### src/rtl/segment_reader.sv
// Samples a scanned 4-digit 7-segment display, decodes each settled digit phase to BCD and
// publishes complete frames. Define SEGMENT_READER_BLANK_EN to accept a blank digit as zero.
module segment_reader #(
  parameter int unsigned SETTLE  = 16,
  parameter int unsigned TIMEOUT = 2000000
) (
  input  logic        CLOCK,
  input  logic        RESETN,
  input  logic [6:0]  seg_in,
  input  logic [3:0]  an_in,
  output logic [13:0] number,
  output logic [15:0] digits,
  output logic        frame_strobe,
  output logic        frame_valid,
  output logic        pattern_err
);

  localparam int unsigned StW = $clog2(SETTLE);
  localparam logic [StW-1:0] StMax = StW'(SETTLE - 1);
  localparam int unsigned ToW = $clog2(TIMEOUT + 1);
  localparam logic [ToW-1:0] ToMax = ToW'(TIMEOUT);

  logic [10:0]      sync1_q, sync2_q, prev_q;
  logic [StW-1:0]   stab_q, stab_d;
  logic             captured_q, captured_d;
  logic [3:0]       mask_q, mask_d;
  logic [3:0][3:0]  dig_q, dig_d;
  logic [ToW-1:0]   to_q, to_d;
  logic [13:0]      number_q, number_d;
  logic [15:0]      digits_q, digits_d;
  logic             strobe_q, strobe_d;
  logic             valid_q, valid_d;
  logic             err_q, err_d;

  logic             changed, capture, complete, pos_valid;
  logic [1:0]       pos;
  logic [4:0]       dec;

  // Returns {valid, bcd}; segments are active-low in g..a order.
  function automatic logic [4:0] decode(input logic [6:0] s);
    case (s)
      7'b1000000: decode = {1'b1, 4'd0};
      7'b1111001: decode = {1'b1, 4'd1};
      7'b0100100: decode = {1'b1, 4'd2};
      7'b0110000: decode = {1'b1, 4'd3};
      7'b0011001: decode = {1'b1, 4'd4};
      7'b0010010: decode = {1'b1, 4'd5};
      7'b0000010: decode = {1'b1, 4'd6};
      7'b1111000: decode = {1'b1, 4'd7};
      7'b0000000: decode = {1'b1, 4'd8};
      7'b0010000: decode = {1'b1, 4'd9};
`ifdef SEGMENT_READER_BLANK_EN
      7'b1111111: decode = {1'b1, 4'd0};
`endif
      default:    decode = 5'd0;
    endcase
  endfunction

  assign changed  = (sync2_q != prev_q);
  assign complete = (mask_q == 4'b1111);
  assign dec      = decode(sync2_q[6:0]);

  always_comb begin
    pos_valid = 1'b1;
    pos       = 2'd0;
    unique case (sync2_q[10:7])
      4'b1110: pos = 2'd0;
      4'b1101: pos = 2'd1;
      4'b1011: pos = 2'd2;
      4'b0111: pos = 2'd3;
      default: pos_valid = 1'b0;
    endcase
  end

  // Counting stab_d lets the capture land on the same edge the dwell reaches SETTLE cycles.
  always_comb begin
    stab_d = stab_q;
    if (changed) begin
      stab_d = '0;
    end else if (stab_q != StMax) begin
      stab_d = stab_q + StW'(1);
    end
    capture    = !changed && (stab_d == StMax) && !captured_q && pos_valid;
    captured_d = changed ? 1'b0 : (captured_q | capture);
  end

  always_comb begin
    mask_d   = mask_q;
    dig_d    = dig_q;
    number_d = number_q;
    digits_d = digits_q;
    strobe_d = 1'b0;
    err_d    = 1'b0;
    to_d     = (to_q == ToMax) ? to_q : to_q + ToW'(1);
    if (complete) begin
      mask_d   = 4'b0000;
      digits_d = {dig_q[3], dig_q[2], dig_q[1], dig_q[0]};
      number_d = 14'(dig_q[3]) * 14'd1000 + 14'(dig_q[2]) * 14'd100
               + 14'(dig_q[1]) * 14'd10 + 14'(dig_q[0]);
      strobe_d = 1'b1;
      to_d     = '0;
    end
    valid_d = complete ? 1'b1 : ((to_d == ToMax) ? 1'b0 : valid_q);
    if (capture) begin
      if (dec[4]) begin
        dig_d[pos]  = dec[3:0];
        mask_d[pos] = 1'b1;
      end else begin
        err_d  = 1'b1;
        mask_d = 4'b0000;
      end
    end
  end

  always_ff @(posedge CLOCK or negedge RESETN) begin
    if (!RESETN) begin
      sync1_q    <= '0;
      sync2_q    <= '0;
      prev_q     <= '0;
      stab_q     <= '0;
      captured_q <= 1'b0;
      mask_q     <= '0;
      dig_q      <= '0;
      to_q       <= '0;
      number_q   <= '0;
      digits_q   <= '0;
      strobe_q   <= 1'b0;
      valid_q    <= 1'b0;
      err_q      <= 1'b0;
    end else begin
      sync1_q    <= {an_in, seg_in};
      sync2_q    <= sync1_q;
      prev_q     <= sync2_q;
      stab_q     <= stab_d;
      captured_q <= captured_d;
      mask_q     <= mask_d;
      dig_q      <= dig_d;
      to_q       <= to_d;
      number_q   <= number_d;
      digits_q   <= digits_d;
      strobe_q   <= strobe_d;
      valid_q    <= valid_d;
      err_q      <= err_d;
    end
  end

  assign number       = number_q;
  assign digits       = digits_q;
  assign frame_strobe = strobe_q;
  assign frame_valid  = valid_q;
  assign pattern_err  = err_q;

endmodule

### config.mk
export PLATFORM = sky130hd
export DESIGN_NAME = segment_reader
export DESIGN_NICKNAME = d
export VERILOG_FILES = /design/src/rtl/segment_reader.sv
export SDC_FILE = /design/constraint.sdc
export NUM_CORES = 1
export LEC_CHECK = 0
export ABC_AREA = 1
export ABC_CLOCK_PERIOD_IN_PS = 3700
export CAP_MARGIN = 10
export CELL_PAD_IN_SITES_DETAIL_PLACEMENT = 2
export CELL_PAD_IN_SITES_GLOBAL_PLACEMENT = 2
export CORE_UTILIZATION = 33
export CTS_CLUSTER_DIAMETER = 150
export DETAILED_ROUTE_END_ITERATION = 8
export PLACE_DENSITY = 0.73
export RECOVER_POWER = 25
export SYNTH_ARGS = -nofsm -noshare
export SYNTH_HDL_FRONTEND = slang
export SYNTH_SLANG_ARGS = --single-unit
### constraint.sdc
create_clock -name CLOCK -period 3.7 [get_ports CLOCK]
set_input_delay 0.925 -clock CLOCK [delete_from_list [all_inputs] [get_ports CLOCK]]
set_output_delay 0.925 -clock CLOCK [all_outputs]
set_load 0.02 [all_outputs]
# Word-level counts from Yosys, hierarchy flattened

Index checks and enable logic that the tools add are counted.

Add/sub/neg operators: 5
Equality and inequality tests: 19
Muxes and demuxes: 21
Multiply operators: 3
Bitwise gates (word level): 2
$lt $le $gt $ge: 2
Reductions and logical operators: 10

Operators with widths:

| kind                  | count |
|---|---|
| $pmux 5 s10           | 1 |
| $eq 21x21->1 const B  | 2 |
| $mux 21               | 2 |
| $mux 4                | 6 |
| $add 21x1->21 const B | 1 |
| $eq 7x5->1 const B    | 3 |
| $eq 7x7->1 const B    | 3 |
| $eq 4x4->1 const B    | 5 |
| $bwmux 16             | 1 |
| $add 14x11->14        | 1 |
| $add 14x4->14         | 1 |
| $add 14x8->14         | 1 |
| $eq 7x6->1 const B    | 2 |
| $mul 4x7->11 const B  | 1 |
| $ne 11x11->1          | 1 |
| $mul 4x5->9 const B   | 1 |
| $demux 4 s2           | 1 |
| $mux 1                | 8 |
| $eq 7x2->1 const B    | 1 |
| $logic_not 7->1       | 1 |
| $mul 4x3->7 const B   | 1 |
| $pmux 2 s3            | 1 |
| $add 4x1->4 const B   | 1 |
| $eq 4x3->1 const B    | 1 |
| 11 further kinds      | 15 |

Output and inout port bits: 33
Register bits after elaboration: 112
Input port bits: 13

# Longest topological paths before layout

Gate-level depths: netlist (run 1).

Depth in word-level cells: 9
Mapped depth: 19
Mapped depth without buffers: 19

# Worst setup path before layout (run 1)

OpenSTA, ideal clock, no wires.

Path kind: flip-flop to flip-flop
From: register dig_q[14] (netlist name)
To: register number_q[13], in the netlist number[13]
Data required time: 3.634 ns
Buffers on the path: 0
Arrival time: 3.957 ns
Slack: -0.322 ns
Stages on the path, launching flop included: 19
Clock period less this slack: 4.022 ns
Cells stage by stage: dfrtp_1 fa_1 inv_1 fa_1 inv_1 ha_1 a21oi_1 nand2_1 xor2_1 ha_1 ha_1 ha_1 nand2_1 nor3_1 nand3b_1 o2111ai_1 xnor2_1 nand2_1 nand2_1

Longest elaborated chain between the ends: 4

Ends and longest elaborated chain:

| item                   | RTL line | source |
|---|---|---|
| from (decl)            | 27       | `logic [3:0][3:0] dig_q, dig_d;` |
| from (signal assigned) | 137      | `dig_q <= dig_d;` |
| $mul 4x7->11           | 98       | `number_d = 14'(dig_q[3]) * 14'd1000 + 14'(dig_q[2]) * 14'd100` |
| $add 14x11->14         | 98       |  |
| $add 14x8->14          | 99       | `+ 14'(dig_q[1]) * 14'd10 + 14'(dig_q[0]);` |
| $add 14x4->14          | 99       |  |
| to (signal assigned)   | 139      | `number_q <= number_d;` |
| to (decl)              | 29       | `logic [13:0] number_q, number_d;` |

Every way passes these cells.
A chain may end at the register's enable or synchronous reset.

# Worst setup path after layout (run 1)

From: register dig_q[13] (netlist name)
To: register number_q[13], in the netlist number[13]

The elaborated chain is that of the path after synthesis.

==> results.py, run 1 <==
metrics = {
    "setup_path": {
        "worst-setup-path-type": "register to register",
        "ff2ff_path_depth": 15,
        "crit_fanout": 5,
        "crit_top_cell": "ha_4",
        "required_ns": 4.02,
        "reg2reg_setup_slack_ns": -0.40,
        "critPathSlowestCell": "fa_2",
        "cpPeakStageDelay_ns": 0.61,
        "critPathCaptureType": "register",
        "worstPathCellList": "buf_4 > buf_4 > ha_4 > fa_2 > fa_2 > fa_1 > ha_4 > ha_4 > nand2_4 > nor3_1 > nand3b_1 > o2111ai_2 > xnor2_1 > nand2_1 > nand2_1",
        "startpoint_type": "register",
        "worst_ep_arrival_time_ns": 4.42,
        "r2r-end": "number[13]$_DFFE_PN0P_",
        "r2r-start": "dig_q[13]$_DFFE_PN0P_",
    },
    "floorplanning": {
        "core_um2": 19000,
        "die_x_um": 142,
        "ios": 46,
        "die-height_um": 142,
        "start_util_pct": 34.1,
        "dieArea_um2": 20200,
        "num_rows": 50,
    },
    "synth": {
        "yosys.area_share.simple_pct": 24.1,
        "post_synth_num_cell_types": 34,
        "synth_fa_ha_area_share_pct": 15.5,
        "yosys.area.top_type": "dfrtp_1",
        "synthTopCellsByCount": "nand2_1 (204), dfrtp_1 (111), inv_1 (100), ha_1 (53), nor2_1 (53)",
        "synth_mux_area_share_pct": 0,
        "synth-seq-cells": 111,
        "synth-compound-area-share_pct": 6.44,
        "synth_top_family_by_area": "simple AND/OR/NAND/NOR gates",
        "synth_area_leaders": "dfrtp_1 (43%), nand2_1 (12%), ha_1 (10%)",
        "synth_edf_count": 0,
        "syn_avg_cell_area_um2": 8.55,
        "async_reset_ff_share_pct": 100,
        "netlist_instances": 757,
        "yosys_most_used_dff": "dfrtp_1",
        "synthMostInstantiatedCell": "nand2_1",
        "yosysTopAreaCellShare_pct": 42.9,
        "synth_nets": 840,
        "syn_area_um2": 6470,
        "yosysSeqAreaShare_pct": 42.9,
        "synth-xor-area-share_pct": 4.06,
        "ys_warn_count": 0,
    },
    "placement": {
        "dpl_cell_area_um2": 7570,
        "io_buffers": 45,
        "hpwl_mm": 14.5,
        "place_congestion": 0.787,
        "place_inst": 1085,
    },
    "routing": {
        "drc_errors": 0,
        "drt-initial-drc-count": 132,
        "ant_nets": 0,
        "drt-vias-per-instance": 4.95,
        "first_pass_iters": 6,
        "routedWlPerCell_um": 19.6,
        "vias": 5520,
        "drt_wl_total_mm": 21.9,
    },
    "layout": {
        "drive_gt1_share_pct": 17.3,
        "register_area_um2": 2780,
        "diodes": 0,
        "fin_nets": 934,
        "multi_input_area_um2": 3670,
        "post-route-util_pct": 43.8,
        "stdcell_area_um2": 8310,
        "fill_cells": 2084,
        "synthToLayoutAreaGrowth_pct": 28.4,
        "stdcell_count": 1116,
    },
    "clocking": {
        "postCtsHoldBufs": 0,
        "clockBufferDepth": 2,
        "htreeDepth": 3,
        "cts_tree": "built",
        "cts_made_buffers": 9,
        "path_clk_slew_ns": 0.09,
        "cts_root_buf": "clkbuf_16",
        "cts_sinks": 111,
        "clkLatencyLatePin_ns": 0.38,
    },
    "sta": {
        "period_needed_ns": 4.10,
        "final_max_slew_viol_count": 72,
        "fmaxAchievable_mhz": 244,
        "min_period_over_period_pct": 111,
        "hold_ws_ns": 0.350,
        "worstMarginPinSlew_ns": 1.93,
        "worst_slack_ns": -0.404,
        "slew_headroom_pct": -28.6,
        "hold_viol_final": 0,
        "setup_violations": 6,
        "rsz0062_at_grt": "yes",
        "skew_ns": 0.0272,
    },
    "power_and_ir_drop": {
        "switching_share_pct": 25.7,
        "leakage_nw": 4.13,
        "intPower_mw": 1.75,
        "p_comb_share_pct": 3.0,
        "seqPwrFrac_pct": 53.0,
        "power_mw": 2.35,
        "pwr-share-clk_pct": 44.0,
        "p_per_area_nw_per_um2": 283,
        "ir_drop_mv": 0.208,
        "p_switching_uw": 603,
    },
    "global_routing": {
        "grt_overflow": 0,
        "grt_pass1_wl_mm": 32.7,
        "grt_pass1_vias": 6142,
        "antenna_found_initial": 0,
        "grt_max_degree": 72,
        "grt_usage_pct": 21.1,
    },
    "outcome": {
        "violations": "max-capacitance violations, max-slew violations, negative setup slack",
        "status": "finished with violations",
    },
    "hold_path": {
        "min_to": "sync2_q[7]$_DFF_PN0_",
        "hold_class": "register to register",
        "hp-start": "sync1_q[7]$_DFF_PN0_",
        "hold-path-cell-count": 0,
    },
    "run": {
        "drv_cap": 1,
    },
}
## layout make-up
| class | count | area share, % |
|---|---|---|
| inverter | 101 | 4.61 |
| timing repair buffer | 96 | 10.2 |
| tap | 260 | 3.92 |
| clock inverter | 6 | 0.708 |
| multi-input combinational | 532 | 44.2 |
| sequential | 111 | 33.5 |
| clock buffer | 10 | 2.88 |
## registers in the layout, summed over array words and instances, names as in the netlist
signal,cells
frame_strobe,1
digits,15
dig_q,16
frame_valid,1
sync2_q,11
stab_q,4
pattern_err,1
mask_q,4
sync1_q,11
captured_q,1
prev_q,11
number,14
to_q,21
## metrics by stage
stage | setup slack (ns) | TNS, ns
2_1_floorplan | -0.0430 | -0.0430
3_3_place_gp | -0.111 | -0.322
3_5_place_dp | -0.274 | -1.19
4_1_cts | -0.284 | -0.996
5_1_grt | -0.507 | -2.63
6_report | -0.404 | -1.93
## how the worst max path moves through the flow
| stage | start | slack, ns | end | depth (start not counted) |
|---|---|---|---|---|
| after detailed placement | dig_q[14]$_DFFE_PN0P_ | -0.27 | number[13]$_DFFE_PN0P_ | 18 |
| after global routing | dig_q[13]$_DFFE_PN0P_ | -0.51 | number[13]$_DFFE_PN0P_ | 15 |
| after global placement | dig_q[13]$_DFFE_PN0P_ | -0.11 | number[10]$_DFFE_PN0P_ | 12 |
| after floorplan | dig_q[14]$_DFFE_PN0P_ | -0.04 | number[13]$_DFFE_PN0P_ | 18 |
| final | dig_q[13]$_DFFE_PN0P_ | -0.40 | number[13]$_DFFE_PN0P_ | 15 |
| after CTS | dig_q[14]$_DFFE_PN0P_ | -0.28 | number[13]$_DFFE_PN0P_ | 18 |
## cells by family after synthesis
logic type,count (synthesis)
and+or+nand+nor,354
buffers and inverters,114
DFF,111
AOI/OAI and AO/OA,78
adders and majority gates,70
xor gates and xnor gates,30
## repair_timing
item	CTS	global route
endpoints found under the hold margin	0	0
buffers inserted	8	7
endpoints found under the setup margin	6	6
pin swaps	28	27
gates resized for setup	24	41
## placed cells by master (no fill, tap or decap), drive strengths merged
| master | netlist | final |
|---|---|---|
| o2111ai | 1 | 1 |
| or2 | 1 | 1 |
| buf | 8 | 51 |
| dfrtp | 111 | 111 |
| clkdlybuf4s50 | 0 | 33 |
| nand3 | 41 | 41 |
| fa | 17 | 17 |
| nor4 | 1 | 1 |
| o21bai | 4 | 4 |
| dlygate4sd3 | 0 | 11 |
| a31oi | 4 | 4 |
| nor3 | 11 | 11 |
| o211ai | 1 | 1 |
| xor2 | 20 | 20 |
| nand2 | 207 | 207 |
| xnor2 | 10 | 10 |
| and3 | 1 | 1 |
| o21ai | 39 | 39 |
| clkinvlp | 0 | 1 |
| clkbuf | 5 | 11 |
| ha | 53 | 53 |
| nand4 | 20 | 20 |
| nor2 | 63 | 63 |
| a21o | 2 | 2 |
| clkinv | 0 | 2 |
| a21oi | 27 | 27 |
| nand3b | 9 | 9 |
| inv | 101 | 104 |
## power groups by stage
stage,clock [mW],combinational [mW],sequential (mW)
CTS,1.04,0.0765,1.25
detailed placement,0,0.0763,1.27
finish,1.03,0.0700,1.25
global placement,0,0.0723,1.27
global route,1.10,0.0810,1.25
floorplan,0,0.0274,1.27
## metal layers
| layer | vias up | wire (µm) | global-route usage, % |
|---|---|---|---|
| met2 | 80 | 11500 | 37.7 |
| met1 | 2794 | 9330 | 26.8 |
| li1 | 2610 | - | - |
| met3 | 36 | 539 | 2.22 |
| met5 | - | 0 | 0 |
| met4 | 0 | 503 | 6.45 |
## worst max-delay path, delay by kind of cell, from the launching register on
family                     cells  cell delay (ns)
AOI/OAI and AO/OA              1             0.10
xor gates and xnor gates       1             0.17
adders and majority gates      6             2.48
buffers and inverters          2             0.28
DFF                            1             0.43
and+or+nand+nor                5             0.57
Note: power is estimated with default switching activity, not from simulation.
==> inputs of run 2 (changes only) <==
- CORE_UTILIZATION: 33 -> 36
- DONT_BUFFER_PORTS: unset -> 1
==> results.py, run 2 (synthesized netlist as in run 1, its figures left out) <==
metrics = {
    "outcome": {
        "status": "finished with violations",
        "violations": "negative setup slack",
    },
    "sta": {
        "fmaxAchievable_mhz": 253,
        "slew_headroom_pct": 55.5,
        "skew_ns": 0.0123,
        "setup_violations": 5,
        "min_period_over_period_pct": 107,
        "period_needed_ns": 3.95,
        "hold_viol_final": 0,
        "worst_slack_ns": -0.248,
        "rsz0062_at_grt": "yes",
        "fin_tns_setup_ns": -0.752,
        "worstMarginPinSlew_ns": 0.661,
        "final_max_slew_viol_count": 0,
    },
    "power_and_ir_drop": {
        "pwr-share-clk_pct": 45.2,
        "p_per_area_nw_per_um2": 307,
        "p_switching_uw": 594,
        "p_comb_share_pct": 1.5,
        "intPower_mw": 1.74,
        "ir_drop_mv": 0.296,
        "leakage_nw": 3.84,
        "seqPwrFrac_pct": 53.3,
        "switching_share_pct": 25.5,
    },
    "global_routing": {
        "antenna_found_initial": 0,
        "grt_max_degree": 112,
        "grt_pass1_wl_mm": 31.0,
        "grt_usage_pct": 22.0,
        "grt_pass1_vias": 5870,
        "grt_overflow": 0,
    },
    "routing": {
        "routedWlPerCell_um": 18.6,
        "drc_errors": 0,
        "vias": 5200,
        "drt_wl_total_mm": 19.1,
        "drt-vias-per-instance": 5.09,
        "ant_nets": 0,
        "drt-initial-drc-count": 113,
        "first_pass_iters": 4,
    },
    "layout": {
        "largest_register_ffs": 21,
        "diodes": 0,
        "top_register": "to_q",
        "most-common-layout-cells": "nand2_1 (198), dfrtp_1 (110), inv_1 (96)",
        "synthToLayoutAreaGrowth_pct": 17.4,
        "fin_nets": 875,
        "layout_commonest_cell": "nand2_1",
        "stdcell_count": 1022,
        "fill_cells": 1940,
        "drive_gt1_share_pct": 14.7,
    },
    "setup_path": {
        "critPathCaptureType": "register",
        "required_ns": 4.02,
        "worst_ep_arrival_time_ns": 4.27,
        "worst-setup-path-type": "register to register",
        "startpoint_type": "register",
        "ff2ff_path_depth": 19,
        "crit_fanout": 4,
    },
    "floorplanning": {
        "start_util_pct": 37.1,
        "num_rows": 48,
        "core_um2": 17400,
        "dieArea_um2": 18500,
        "ios": 46,
        "die-height_um": 136,
        "die_x_um": 136,
    },
    "clocking": {
        "cts_sinks": 111,
        "htreeDepth": 3,
        "clkLatencyLatePin_ns": 0.37,
        "cts_made_buffers": 9,
        "path_clk_slew_ns": 0.09,
        "clockBufferDepth": 2,
        "cts_root_buf": "clkbuf_16",
        "cts_tree": "built",
    },
    "placement": {
        "io_buffers": 0,
        "place_inst": 1001,
        "place_ws_ns": -0.340,
        "place_congestion": 0.837,
        "hpwl_mm": 14.3,
    },
    "run": {
        "drv_cap": 0,
    },
    "hold_path": {
        "hold_class": "input port to asynchronous set/reset pin",
    },
}
run 2: cell types whose count changed in the layout (fill, tap and decap cells not counted), moves of 4 or more:
cell and change:
dlygate4sd3_1 -11, buf_6 -5, buf_4 -9, clkdlybuf4s50_1 -33, nand2_1 +4
run 2: power by group through the flow:
| stage | registers (mW) | clock network (mW) | logic (mW) |
|---|---|---|---|
| finish | 1.24 | 1.06 | 0.0345 |
| global route | 1.25 | 1.13 | 0.0386 |
| CTS | 1.25 | 1.09 | 0.0354 |
| detailed placement | 1.27 | 0 | 0.0347 |
| global placement | 1.27 | 0 | 0.0321 |
| floorplan | 1.27 | 0 | 0.0274 |
run 2: critical path, stage by stage (launching register included):
cell       delay (ns)
dfrtp_2          0.44
fa_1             0.59
inv_2            0.07
fa_1             0.52
inv_2            0.05
ha_4             0.29
nand3_2          0.07
nand2_2          0.10
xor2_1           0.18
inv_1            0.10
ha_4             0.28
ha_4             0.20
ha_4             0.30
nand2_4          0.06
nor3_4           0.12
nand3b_1         0.13
o2111ai_2        0.09
xnor2_1          0.16
nand2_1          0.07
nand2_1          0.06
run 2: worst paths after layout:
path | start | end | slack [ns]
setup reg to reg | dig_q[14]$_DFFE_PN0P_ | number[13]$_DFFE_PN0P_ | -0.25
hold reg to reg | sync1_q[8]$_DFF_PN0_ | sync2_q[8]$_DFF_PN0_ | 0.35
min in group CLOCK | sync1_q[8]$_DFF_PN0_ | sync2_q[8]$_DFF_PN0_ | 0.35
setup / recovery | dig_q[14]$_DFFE_PN0P_ | number[13]$_DFFE_PN0P_ | -0.25
max in group asynchronous | RESETN | dig_q[14]$_DFFE_PN0P_ | 3.27
hold / removal | RESETN | number[11]$_DFFE_PN0P_ | 0.23
run 2: repair_timing:
item                                    CTS  global route
resized for setup                        22            14
hold buffers                              0             0
endpoints found under the setup margin    6             6
buffers inserted                          3             2
pin swaps                                21            23
run 2: metal layers:
layer,routed length (µm),share of wire [%],track usage [%]
met3,594,3.1,4.14
met5,0,0,0
met2,9840,52,39.3
met4,165,0.87,4.07
met1,8450,44,27.7
run 2: final cells by class:
class | count | area (µm²) | share of cell area [%]
flip-flops and latches | 111 | 2780 | 36.6
clock inverters | 7 | 98.8 | 1.30
clock buffers | 9 | 225 | 2.96
well taps | 225 | 282 | 3.71
inverters | 101 | 379 | 4.99
repair buffers | 37 | 278 | 3.66
multi-input cells | 532 | 3560 | 46.8
run 2: per-stage QoR:
| stage | cell area, µm² | util, % | total power [mW] | hold slack [ns] |
|---|---|---|---|---|
| 2_1_floorplan | 6600 | - | 1.29 | 0.331 |
| 3_3_place_gp | 7050 | 40.5 | 1.30 | 0.334 |
| 3_5_place_dp | 7050 | 40.5 | 1.30 | 0.336 |
| 4_1_cts | 7510 | 43.1 | 2.37 | 0.220 |
| 5_1_grt | 7600 | 43.6 | 2.42 | 0.212 |
| 6_report | 7600 | 43.6 | 2.33 | 0.232 |
